## src/rtl/output_display.sv

```systemverilog
// Shows an 8-bit value in decimal on a 3-digit multiplexed 7-segment display.
// Binary-to-BCD uses iterative double-dabble (one bit per clock); a divider scans the digits.
module output_display #(
  parameter int REFRESH_DIV   = 4,
  parameter bit COMMON_ANODE  = 1'b1,
  parameter bit BLANK_LEADING = 1'b1
) (
  input  logic       clk,
  input  logic       rst,
  input  logic [7:0] data_in,
  output logic       busy,
  output logic [3:0] bcd_hundreds,
  output logic [3:0] bcd_tens,
  output logic [3:0] bcd_ones,
  output logic [6:0] seg,
  output logic [2:0] an
);

  localparam int CNT_W = (REFRESH_DIV > 1) ? $clog2(REFRESH_DIV) : 1;
  localparam logic [CNT_W-1:0] CNT_LAST = CNT_W'(REFRESH_DIV - 1);
  localparam logic [6:0] SEG_ZERO_RAW = 7'h3F;
  localparam logic [6:0] SEG_RST = COMMON_ANODE ? ~SEG_ZERO_RAW : SEG_ZERO_RAW;
  localparam logic [2:0] AN_RST  = COMMON_ANODE ? 3'b110 : 3'b001;

  typedef enum logic {IDLE, CONVERT} state_t;

  state_t           state_q, state_d;
  logic             busy_q, busy_d;
  logic [7:0]       last_val_q, last_val_d;
  logic [7:0]       shift_q, shift_d;
  logic [11:0]      scratch_q, scratch_d;
  logic [2:0]       iter_q, iter_d;
  logic [11:0]      bcd_q, bcd_d;
  logic [CNT_W-1:0] ref_cnt_q, ref_cnt_d;
  logic [1:0]       dig_idx_q, dig_idx_d;
  logic [6:0]       seg_q, seg_d;
  logic [2:0]       an_q, an_d;

  logic [11:0]      adjusted;
  logic [19:0]      shifted;

  function automatic logic [11:0] dabble_adjust(input logic [11:0] s);
    logic [11:0] r;
    r = s;
    for (int i = 0; i < 3; i++) begin
      if (s[4*i +: 4] >= 4'd5) r[4*i +: 4] = s[4*i +: 4] + 4'd3;
    end
    return r;
  endfunction

  function automatic logic [6:0] seg_code(input logic [3:0] n);
    logic [6:0] c;
    case (n)
      4'd0: c = 7'h3F;
      4'd1: c = 7'h06;
      4'd2: c = 7'h5B;
      4'd3: c = 7'h4F;
      4'd4: c = 7'h66;
      4'd5: c = 7'h6D;
      4'd6: c = 7'h7D;
      4'd7: c = 7'h07;
      4'd8: c = 7'h7F;
      4'd9: c = 7'h6F;
      default: c = 7'h00;
    endcase
    return c;
  endfunction

  always_comb begin
    state_d    = state_q;
    busy_d     = busy_q;
    last_val_d = last_val_q;
    shift_d    = shift_q;
    scratch_d  = scratch_q;
    iter_d     = iter_q;
    bcd_d      = bcd_q;
    adjusted   = dabble_adjust(scratch_q);
    shifted    = {adjusted[10:0], shift_q, 1'b0};
    case (state_q)
      IDLE: begin
        if (data_in != last_val_q) begin
          last_val_d = data_in;
          shift_d    = data_in;
          scratch_d  = 12'd0;
          iter_d     = 3'd0;
          busy_d     = 1'b1;
          state_d    = CONVERT;
        end
      end
      CONVERT: begin
        scratch_d = shifted[19:8];
        shift_d   = shifted[7:0];
        iter_d    = iter_q + 3'd1;
        // Publish all three digits together so bcd_* never shows a partial result.
        if (iter_q == 3'd7) begin
          bcd_d   = shifted[19:8];
          busy_d  = 1'b0;
          state_d = IDLE;
        end
      end
      default: state_d = IDLE;
    endcase
  end

  logic [3:0] nib;
  logic       lit;
  logic [2:0] an_onehot;
  logic       hund_blank, tens_blank;
  logic [6:0] seg_raw;
  logic [2:0] an_raw;

  always_comb begin
    ref_cnt_d = ref_cnt_q + CNT_W'(1);
    dig_idx_d = dig_idx_q;
    if (ref_cnt_q == CNT_LAST) begin
      ref_cnt_d = '0;
      dig_idx_d = (dig_idx_q == 2'd2) ? 2'd0 : dig_idx_q + 2'd1;
    end

    hund_blank = BLANK_LEADING && (bcd_q[11:8] == 4'd0);
    tens_blank = hund_blank && (bcd_q[7:4] == 4'd0);
    nib        = 4'd0;
    lit        = 1'b0;
    an_onehot  = 3'b000;
    case (dig_idx_q)
      2'd0: begin nib = bcd_q[3:0];  lit = 1'b1;        an_onehot = 3'b001; end
      2'd1: begin nib = bcd_q[7:4];  lit = !tens_blank; an_onehot = 3'b010; end
      2'd2: begin nib = bcd_q[11:8]; lit = !hund_blank; an_onehot = 3'b100; end
      default: begin nib = 4'd0; lit = 1'b0; an_onehot = 3'b000; end
    endcase
    seg_raw = lit ? seg_code(nib) : 7'h00;
    an_raw  = lit ? an_onehot : 3'b000;
    seg_d   = COMMON_ANODE ? ~seg_raw : seg_raw;
    an_d    = COMMON_ANODE ? ~an_raw  : an_raw;
  end

  always_ff @(posedge clk) begin
    if (rst) begin
      state_q    <= IDLE;
      busy_q     <= 1'b0;
      last_val_q <= 8'd0;
      bcd_q      <= 12'd0;
      ref_cnt_q  <= '0;
      dig_idx_q  <= 2'd0;
      seg_q      <= SEG_RST;
      an_q       <= AN_RST;
    end else begin
      state_q    <= state_d;
      busy_q     <= busy_d;
      last_val_q <= last_val_d;
      bcd_q      <= bcd_d;
      ref_cnt_q  <= ref_cnt_d;
      dig_idx_q  <= dig_idx_d;
      seg_q      <= seg_d;
      an_q       <= an_d;
    end
  end

  // Conversion scratch is fully reloaded on entry to CONVERT, so it needs no reset.
  always_ff @(posedge clk) begin
    shift_q   <= shift_d;
    scratch_q <= scratch_d;
    iter_q    <= iter_d;
  end

  assign busy         = busy_q;
  assign bcd_hundreds = bcd_q[11:8];
  assign bcd_tens     = bcd_q[7:4];
  assign bcd_ones     = bcd_q[3:0];
  assign seg          = seg_q;
  assign an           = an_q;

endmodule

```

## config.mk

```make
export PLATFORM = sky130hd
export DESIGN_NAME = output_display
export DESIGN_NICKNAME = d
export VERILOG_FILES = /design/src/rtl/output_display.sv
export SDC_FILE = /design/constraint.sdc
export NUM_CORES = 1
export LEC_CHECK = 0
export BUFFER_PORTS_ARGS = -buffer_cell sky130_fd_sc_hd__buf_2
export CAP_MARGIN = 20
export CORE_UTILIZATION = 52
export DETAILED_ROUTE_END_ITERATION = 7
export PLACE_DENSITY = 0.76
export SETUP_SLACK_MARGIN = 0.1
export SYNTH_ARGS = -nofsm -noshare
export SYNTH_HDL_FRONTEND = slang
export SYNTH_SLANG_ARGS = --single-unit
```

## constraint.sdc

```tcl
create_clock -name clk -period 1.8 [get_ports clk]
set_input_delay 0.18 -clock clk [delete_from_list [all_inputs] [get_ports clk]]
set_output_delay 0.18 -clock clk [all_outputs]
set_load 0.01 [all_outputs]
```

==> flow_summary.ini, run 1 <==
[sta]
slew_headroom = 0.752
worstMarginPinSlew_ns = 0.369
rsz0062_at_grt = true
max_freq_ghz = 0.621
fin_crit_ns = 1.61
maxSlewViolCount = 0
hold_viol_final = 0
setup_viol = 0
finalCritPeriodShare = 0.894
skew_ns = 0.00736

[cts]
numClockSinks = 59
cts_buffers = 9
clk_pin_slew_ns = 0.06
clk_latency_ns = 0.33
htreeDepth = 3
clockBufferDepth = 2
cts.hold.buffers_added = 0
root_buffer = clkbuf_8
cts_tree = built

[route]
viasPerCell = 5.15
vias = 1953
drt_wl_total_um = 5080
antenna_left = 0
wl_per_cell_um = 13.4
dr.pass1.iters = 4
drc = 0
drt-initial-drc-count = 90

[critical_path]
crit_buf_inv = 1
worstSetupPathType = reg -> reg
crit_required_ns = 2.01
r2r-start = dig_idx_q[1]
start_kind = flop
worst_ep_arrival_time_ns = 1.82
slowest_delay_ns = 0.39
endpoint_kind = flop
crit_start = dig_idx_q[1]
cp_slowest_cell = dfxtp_4
critPathMaxFanout = 7
worstPathCellList = buf_4, mux2i_1, o22ai_4, or2_1, a21oi_4, a21oi_1
cpLargestDelayFamily = compound AO/OA/AOI/OAI gates

[die]
die-area_um2 = 5580
core-area_um2 = 5110
rows = 26
die_h_um = 74.7
boundaryPins = 33
die_w_um = 74.7
start_util = 0.538

[synth]
postSynthCellCount = 255
yosysTopAreaCellShare = 0.262
synth_area_leaders = dfxtp_1, edfxtp_1, ha_1, mux2i_1, a21oi_1
ys.flop_type = dfxtp_1
yosysWarningCount = 0
synth_enable_flop_cells = 23
syn-mean-instance-area_um2 = 10.8
async_reset_ff_frac = 0
synth-seq-area-share = 0.514
synth_nets = 279
ys_types = 38
syn_area_um2 = 2750
yosysTopAreaCell = dfxtp_1
ys_ff_latch = 59

[run]
maxCapViolations = 0

[layout]
antenna_cells = 0
nets = 328
final_core_utilization = 0.647
fillers = 427
area_growth_pct = 20.3
seq_area_um2 = 1420
layout-drive-gt1-share = 0.288
multi_input_area_um2 = 1270

[grt]
grt_pass1_vias = 1826
grt_antenna_before_repair = 0
grt_pass1_wl_um = 8180
grt.overflow.total = 0
grt_usage = 0.204
grt_max_degree = 25

[outcome]
run_status = completed

[power_and_ir_drop]
power_per_cell_area_nw_per_um2 = 844
total_power_uw = 2790
irDropWorstVdd_uv = 576
p_leak_uw = 0.00140

[worst_hold_path]
holdCritPathClass = in -> reg
holdCritStartpoint = rst

[placement]
dp_hpwl_um = 3670
port_buffers = 32
globalplace.congestion = 0.811
-- path summary, 6_finish.rpt --
path | cells past startpoint | slack [ns] | endpoint
worst max register to register | 6 | 0.19 | seg[0]
worst min-delay path | 2 | 0.08 | bcd_q[1]
worst max-delay path | 6 | 0.19 | seg[0]
worst min register to register | 1 | 0.43 | ref_cnt_q[0]
-- cell usage in the layout, fill, tap and decap left out, drive strengths merged, types with 3 or more instances in the layout --
cell / count
nor2b: 7
mux2i: 15
nor3b: 7
nand2b: 3
mux2: 8
xnor2: 3
nor3: 4
and2: 11
clkinv: 3
nand3: 3
a22o: 6
nor2: 19
nand2: 18
ha: 14
o21ai: 13
xor2: 8
clkbuf: 13
buf: 50
edfxtp: 23
dfxtp: 36
o22ai: 3
inv: 11
a21oi: 19
-- synth_stat cells (all sizes together), types with 3 or more instances --
library cell / n
nor2b: 7
a21oi: 19
xnor2: 3
buf: 5
inv: 11
xor2: 8
o22ai: 3
and2: 11
mux2: 8
nor3b: 7
o21ai: 13
nand3: 3
a22o: 6
clkbuf: 7
nand2b: 3
nor2: 19
nand2: 18
mux2i: 15
edfxtp: 23
nor3: 4
dfxtp: 36
ha: 14
-- what timing repair did --
item	CTS	global route
setup endpoints to repair	3	13
resized for setup	1	10
pin swaps	0	2
buffers inserted	0	1
-- area by class of cell --
class	count	share of cell area
Sequential cell	59	0.429
Multi-Input combinational cell	173	0.383
Timing Repair Buffer	50	0.0969
Clock buffer	13	0.0481
Tap cell	70	0.0265
Inverter	11	0.0125
Clock inverter	3	0.00379
-- stage by stage --
step	cell area [um2]	worst slack (ns)	cells	setup TNS, ns	hold WS [ns]
global placement	3100	0.140	362	0	0.412
CTS	3270	0.115	378	0	0.0675
floorplan	2750	-0.0608	255	-1.44	0.327
detailed placement	3100	0.0785	362	0	0.417
global route	3310	0.0921	379	0	0.0750
finish	3310	0.191	379	0	0.0774
-- sequential cells by signal, summed over array words and instances (netlist names) --
signal      flops
seg             7
ref_cnt_q       2
busy            1
dig_idx_q       2
shift_q         8
scratch_q      12
an              3
bcd_q          12
last_val_q      8
state_q         1
iter_q          3
-- kinds of logic (layout without fill, tap and decap cells) --
family | count (synthesis) | count (layout) | synth area share
simple gates | 79 | 79 | 0.152
fa+ha+maj | 14 | 14 | 0.0638
buf+inv | 23 | 77 | 0.0346
xor+xnor | 11 | 11 | 0.0351
mux | 23 | 23 | 0.0874
compound gates | 46 | 46 | 0.113
flops | 59 | 59 | 0.514
-- metal layers --
metal | share of wire | up-vias | track usage
met3 | 0.030 | 10 | 0.0361
met1 | 0.45 | 911 | 0.251
met2 | 0.49 | 39 | 0.326
li1 | - | 993 | -
met4 | 0.022 | 0 | 0.140
met5 | 0 | - | 0
-- power breakdown --
group,internal (uW),total [uW],switching [uW]
combinational,123,251,128
sequential,1460,1500,39.8
clock,564,1040,477
total,2140,2790,645
-- worst reg2reg max path: stages, from the launching register on --
cell and delay (ns):
dfxtp_4 0.39, buf_4 0.12, mux2i_1 0.27, o22ai_4 0.14
or2_1 0.27, a21oi_4 0.22, a21oi_1 0.09
Power figures use the tool's default switching activity.
==> run 2: changes to the inputs <==
--- a/config.mk
+++ b/config.mk
@@ -5,8 +5,8 @@
 export SDC_FILE = /design/constraint.sdc
 export NUM_CORES = 1
 export LEC_CHECK = 0
+export ABC_AREA = 1
 export BUFFER_PORTS_ARGS = -buffer_cell sky130_fd_sc_hd__buf_2
-export CAP_MARGIN = 20
 export CORE_UTILIZATION = 52
 export DETAILED_ROUTE_END_ITERATION = 7
 export PLACE_DENSITY = 0.76
==> flow_summary.ini, run 2 <==
[outcome]
run_status = completed

[sta]
hold_viol_final = 0
rsz0062_at_grt = true
tns_ns = 0
setup_viol = 0
skew_ns = 0.00726
slew_headroom = 0.792
finalCritPeriodShare = 0.905
maxSlewViolCount = 0
max_freq_ghz = 0.614
whs_ns = 0.154
worstMarginPinSlew_ns = 0.311
fin_crit_ns = 1.63

[worst_hold_path]
holdCritPathClass = in -> reg
holdCritStartpoint = rst

[layout]
antenna_cells = 0
area_growth_pct = 18.3
nets = 424
layout-drive-gt1-share = 0.212
layout_commonest_cell = nand2_1
final_cell_mix = nand2_1, inv_1, nor2_1
final_core_utilization = 0.649
reg_top3 = bcd_q (12), scratch_q (12)

[power_and_ir_drop]
power_per_cell_area_nw_per_um2 = 873
irDropWorstVdd_uv = 571
total_power_uw = 2950
p_leak_uw = 0.00165

[synth]
synth_area_leaders = dfxtp_1, edfxtp_1, nand2_1, inv_1, ha_1
synth_nets = 380
yosysWarningCount = 0
yosysTopAreaCell = dfxtp_1
synth_enable_flop_cells = 23
synth-seq-area-share = 0.495
synthTopCellsByCount = nand2_1, inv_1, nor2_1, dfxtp_1
async_reset_ff_frac = 0
postSynthCellCount = 356
syn_area_um2 = 2850
ys_ff_latch = 59
yosysTopAreaCellShare = 0.253
ys.flop_type = dfxtp_1
synthMostInstantiatedCell = nand2_1
syn-mean-instance-area_um2 = 8.01
ys_types = 22

[critical_path]
r2r-start = scratch_q[4]
start_kind = flop
crit_required_ns = 1.88
crit_start = scratch_q[4]
endpoint_kind = flop
crit_buf_inv = 1
cp_slowest_cell = edfxtp_1
slowest_delay_ns = 0.37
worstPathCellList = inv_1, ha_1, or2_2, nand2_2, xor2_2, nor2_1
worstSetupPathType = reg -> reg
critPathMaxFanout = 4
cpLargestDelayFamily = simple AND/OR/NAND/NOR gates
worst_ep_arrival_time_ns = 1.71

[route]
antenna_left = 0
viasPerCell = 5.03
drt-initial-drc-count = 176
drt_wl_total_um = 6030
dr.pass1.iters = 4
drc = 0
wl_per_cell_um = 12.7
vias = 2387

[die]
core-area_um2 = 5200
die_h_um = 76.1
die-area_um2 = 5790
start_util = 0.548
rows = 26
boundaryPins = 33
die_w_um = 76.1

[cts]
root_buffer = clkbuf_8
clk_latency_ns = 0.34
cts_tree = built
htreeDepth = 3
numClockSinks = 59
clockBufferDepth = 2
cts_buffers = 9
clk_pin_slew_ns = 0.07
cts.hold.buffers_added = 0

[placement]
globalplace.congestion = 0.874
port_buffers = 32
dp_hpwl_um = 4230

[grt]
grt_max_degree = 30
grt.overflow.total = 0
grt_pass1_wl_um = 10200
grt_pass1_vias = 2260
grt_usage = 0.226
grt_antenna_before_repair = 0

[run]
maxCapViolations = 0
[run 2: power breakdown]
part	leakage, uW	switching (uW)	total (uW)	internal [uW]
logic	0.000983	159	261	102
clock network	0.0000991	522	1190	670
registers	0.000566	38.1	1490	1460
[run 2: cell type report]
type	instances	area, um2
Tap cell	70	87.6
Sequential cell	59	1420
Clock inverter	5	52.6
Multi-Input combinational cell	237	1250
Inverter	52	195
Timing Repair Buffer	41	228
Fill cell	445	1830
Clock buffer	11	141
[run 2: path summary, 6_finish.rpt]
| path | endpoint | slack [ns] | depth (start not counted) |
|---|---|---|---|
| worst min register to register | ref_cnt_q[0] | 0.42 | 1 |
| worst min-delay path | seg[4] | 0.15 | 2 |
| worst max-delay path | scratch_q[5] | 0.17 | 6 |
| worst max register to register | scratch_q[5] | 0.17 | 6 |
[run 2: metal layers]
| metal | vias to the layer above | track usage | part of all wire |
|---|---|---|---|
| met5 | - | 0 | 0 |
| met4 | 0 | 0.117 | 0.027 |
| met3 | 18 | 0.0599 | 0.062 |
| met2 | 79 | 0.365 | 0.47 |
| met1 | 1070 | 0.279 | 0.44 |
| li1 | 1220 | - | - |
[run 2: timing repair]
item | in CTS | in global routing
pin swaps | 0 | 2
resized for setup | 2 | 13
endpoints found under the setup margin | 1 | 12
setup buffers | 0 | 3
[run 2: metrics by stage]
| stage | worst slack [ns] | cell area (um2) | cells |
|---|---|---|---|
| 6_report | 0.170 | 3380 | 475 |
| 3_5_place_dp | 0.113 | 3120 | 456 |
| 4_1_cts | 0.147 | 3310 | 472 |
| 5_1_grt | 0.0699 | 3380 | 475 |
| 2_1_floorplan | 0.266 | 2860 | 356 |
| 3_3_place_gp | 0.188 | 3120 | 456 |
[run 2: logic make-up after synthesis]
family,share of synthesized area
xor+xnor,0.0276
simple gates,0.261
flops,0.495
compound gates,0.0754
buf+inv,0.0803
fa+ha+maj,0.0614
==> run 3: changes to the inputs <==
--- a/config.mk
+++ b/config.mk
@@ -7,9 +7,10 @@
 export LEC_CHECK = 0
 export ABC_AREA = 1
 export BUFFER_PORTS_ARGS = -buffer_cell sky130_fd_sc_hd__buf_2
-export CORE_UTILIZATION = 52
+export CORE_UTILIZATION = 54
+export CTS_BUF_LIST = sky130_fd_sc_hd__clkbuf_8
 export DETAILED_ROUTE_END_ITERATION = 7
-export PLACE_DENSITY = 0.76
+export PLACE_DENSITY = 0.79
 export SETUP_SLACK_MARGIN = 0.1
 export SYNTH_ARGS = -nofsm -noshare
 export SYNTH_HDL_FRONTEND = slang
==> flow_summary.ini, run 3 (same netlist as run 2, synthesis figures left out) <==
[die]
start_util = 0.559
die_w_um = 74.7
die_h_um = 74.7
die-area_um2 = 5580
rows = 26
boundaryPins = 33
core-area_um2 = 5110

[route]
drc = 0
vias = 2380
wl_per_cell_um = 12.5
antenna_left = 0
drt_wl_total_um = 5920
drt-initial-drc-count = 115
dr.pass1.iters = 4
viasPerCell = 5.01

[layout]
seq_area_um2 = 1420
layout_commonest_cell = nand2_1
multi_input_area_um2 = 1250
final_cell_mix = nand2_1, inv_1, nor2_1
area_growth_pct = 18.4
antenna_cells = 0
fillers = 437
layout-drive-gt1-share = 0.207
reg_top3 = bcd_q (12), scratch_q (12)
nets = 424
instances_no_fill = 475

[power_and_ir_drop]
p_sw_uw = 714
power_per_cell_area_nw_per_um2 = 861
p_sw_frac = 0.245
clockPowerShare = 0.396
irDropWorstVdd_uv = 561
comb_power_share = 0.090
seqPwrFrac = 0.514
power.internal_uw = 2200
p_leak_uw = 0.00165

[cts]
cts_tree = built
cts.hold.buffers_added = 0
clockBufferDepth = 2
htreeDepth = 3
clk_latency_ns = 0.34
root_buffer = clkbuf_8
cts_buffers = 9
clk_pin_slew_ns = 0.07
numClockSinks = 59

[critical_path]
critPathMaxFanout = 4
start_kind = flop
worst_ep_arrival_time_ns = 1.68
crit_required_ns = 1.89
worstSetupPathType = reg -> reg
endpoint_kind = flop

[placement]
dp_cells = 457
port_buffers = 32
globalplace.congestion = 0.874
dp_hpwl_um = 4080

[sta]
fin_crit_ns = 1.59
maxSlewViolCount = 0
hold_viol_final = 0
skew_ns = 0.00825
setup_viol = 0
tns_ns = 0
rsz0062_at_grt = false
max_freq_ghz = 0.629
slew_headroom = 0.635
finalCritPeriodShare = 0.883
worstMarginPinSlew_ns = 0.546

[grt]
grt_pass1_wl_um = 9330
grt_pass1_vias = 2161
grt_antenna_before_repair = 0
grt.overflow.total = 0
grt_max_degree = 18
grt_usage = 0.230

[worst_hold_path]
holdCritPathClass = in -> reg

[outcome]
run_status = completed

[run]
maxCapViolations = 0
## run 3: repair_timing
| action | 4_1_cts | 5_1_grt |
|---|---|---|
| endpoints found under the hold margin | 0 | 0 |
| setup endpoints to repair | 1 | 5 |
| pin swaps | 0 | 4 |
| resized for setup | 2 | 13 |
| setup buffers | 0 | 2 |
## run 3: power groups by stage
stage | sequential, uW | clock (uW) | combinational, uW
final | 1500 | 1150 | 261
after global placement | 1520 | 0 | 243
after detailed placement | 1520 | 0 | 253
after global routing | 1500 | 1210 | 305
after floorplan | 1520 | 0 | 179
after CTS | 1500 | 1160 | 256
## run 3: per-stage QoR
| step | hold slack [ns] | total power, uW | setup WS (ns) | cell area [um2] | utilization |
|---|---|---|---|---|---|
| final | 0.148 | 2910 | 0.211 | 3380 | 0.661 |
| after global routing | 0.168 | 3020 | 0.0744 | 3380 | 0.661 |
| after CTS | 0.145 | 2920 | 0.139 | 3320 | 0.650 |
| after detailed placement | 0.411 | 1780 | 0.105 | 3120 | 0.612 |
| after global placement | 0.407 | 1760 | 0.196 | 3120 | 0.612 |
| after floorplan | 0.385 | 1700 | 0.266 | 2860 | - |
## run 3: cell type report
cell class / count / area share
multi-input cells: 237 / 0.371
inverters: 52 / 0.0585
flip-flops and latches: 59 / 0.420
clock buffers: 13 / 0.0530
clock inverters: 3 / 0.00370
repair buffers: 41 / 0.0674
well taps: 70 / 0.0259
## run 3: path summary, 6_finish.rpt
kind / from / end / slack, ns / cells past startpoint
worst max-delay path: scratch_q[4] / scratch_q[6] / 0.21 / 7
worst min-delay path: rst / seg[0] / 0.15 / 2
worst min register to register: ref_cnt_q[0] / ref_cnt_q[0] / 0.42 / 1
worst max register to register: scratch_q[4] / scratch_q[6] / 0.21 / 7
## run 3: worst max-delay path, stage by stage (launching register included)
cell and delay, ns:
edfxtp_1 0.37, inv_1 0.08, ha_1 0.21, or2_2 0.32, nand2_2 0.11, nand2_1 0.06, o21ai_1 0.13, nor2_1 0.07
## run 3: routing by layer
layer  global-route usage  routed length (um)
met1                0.286                2670
met4                0.138                 163
met3               0.0509                 327
met2                0.365                2760
met5                    0                   0
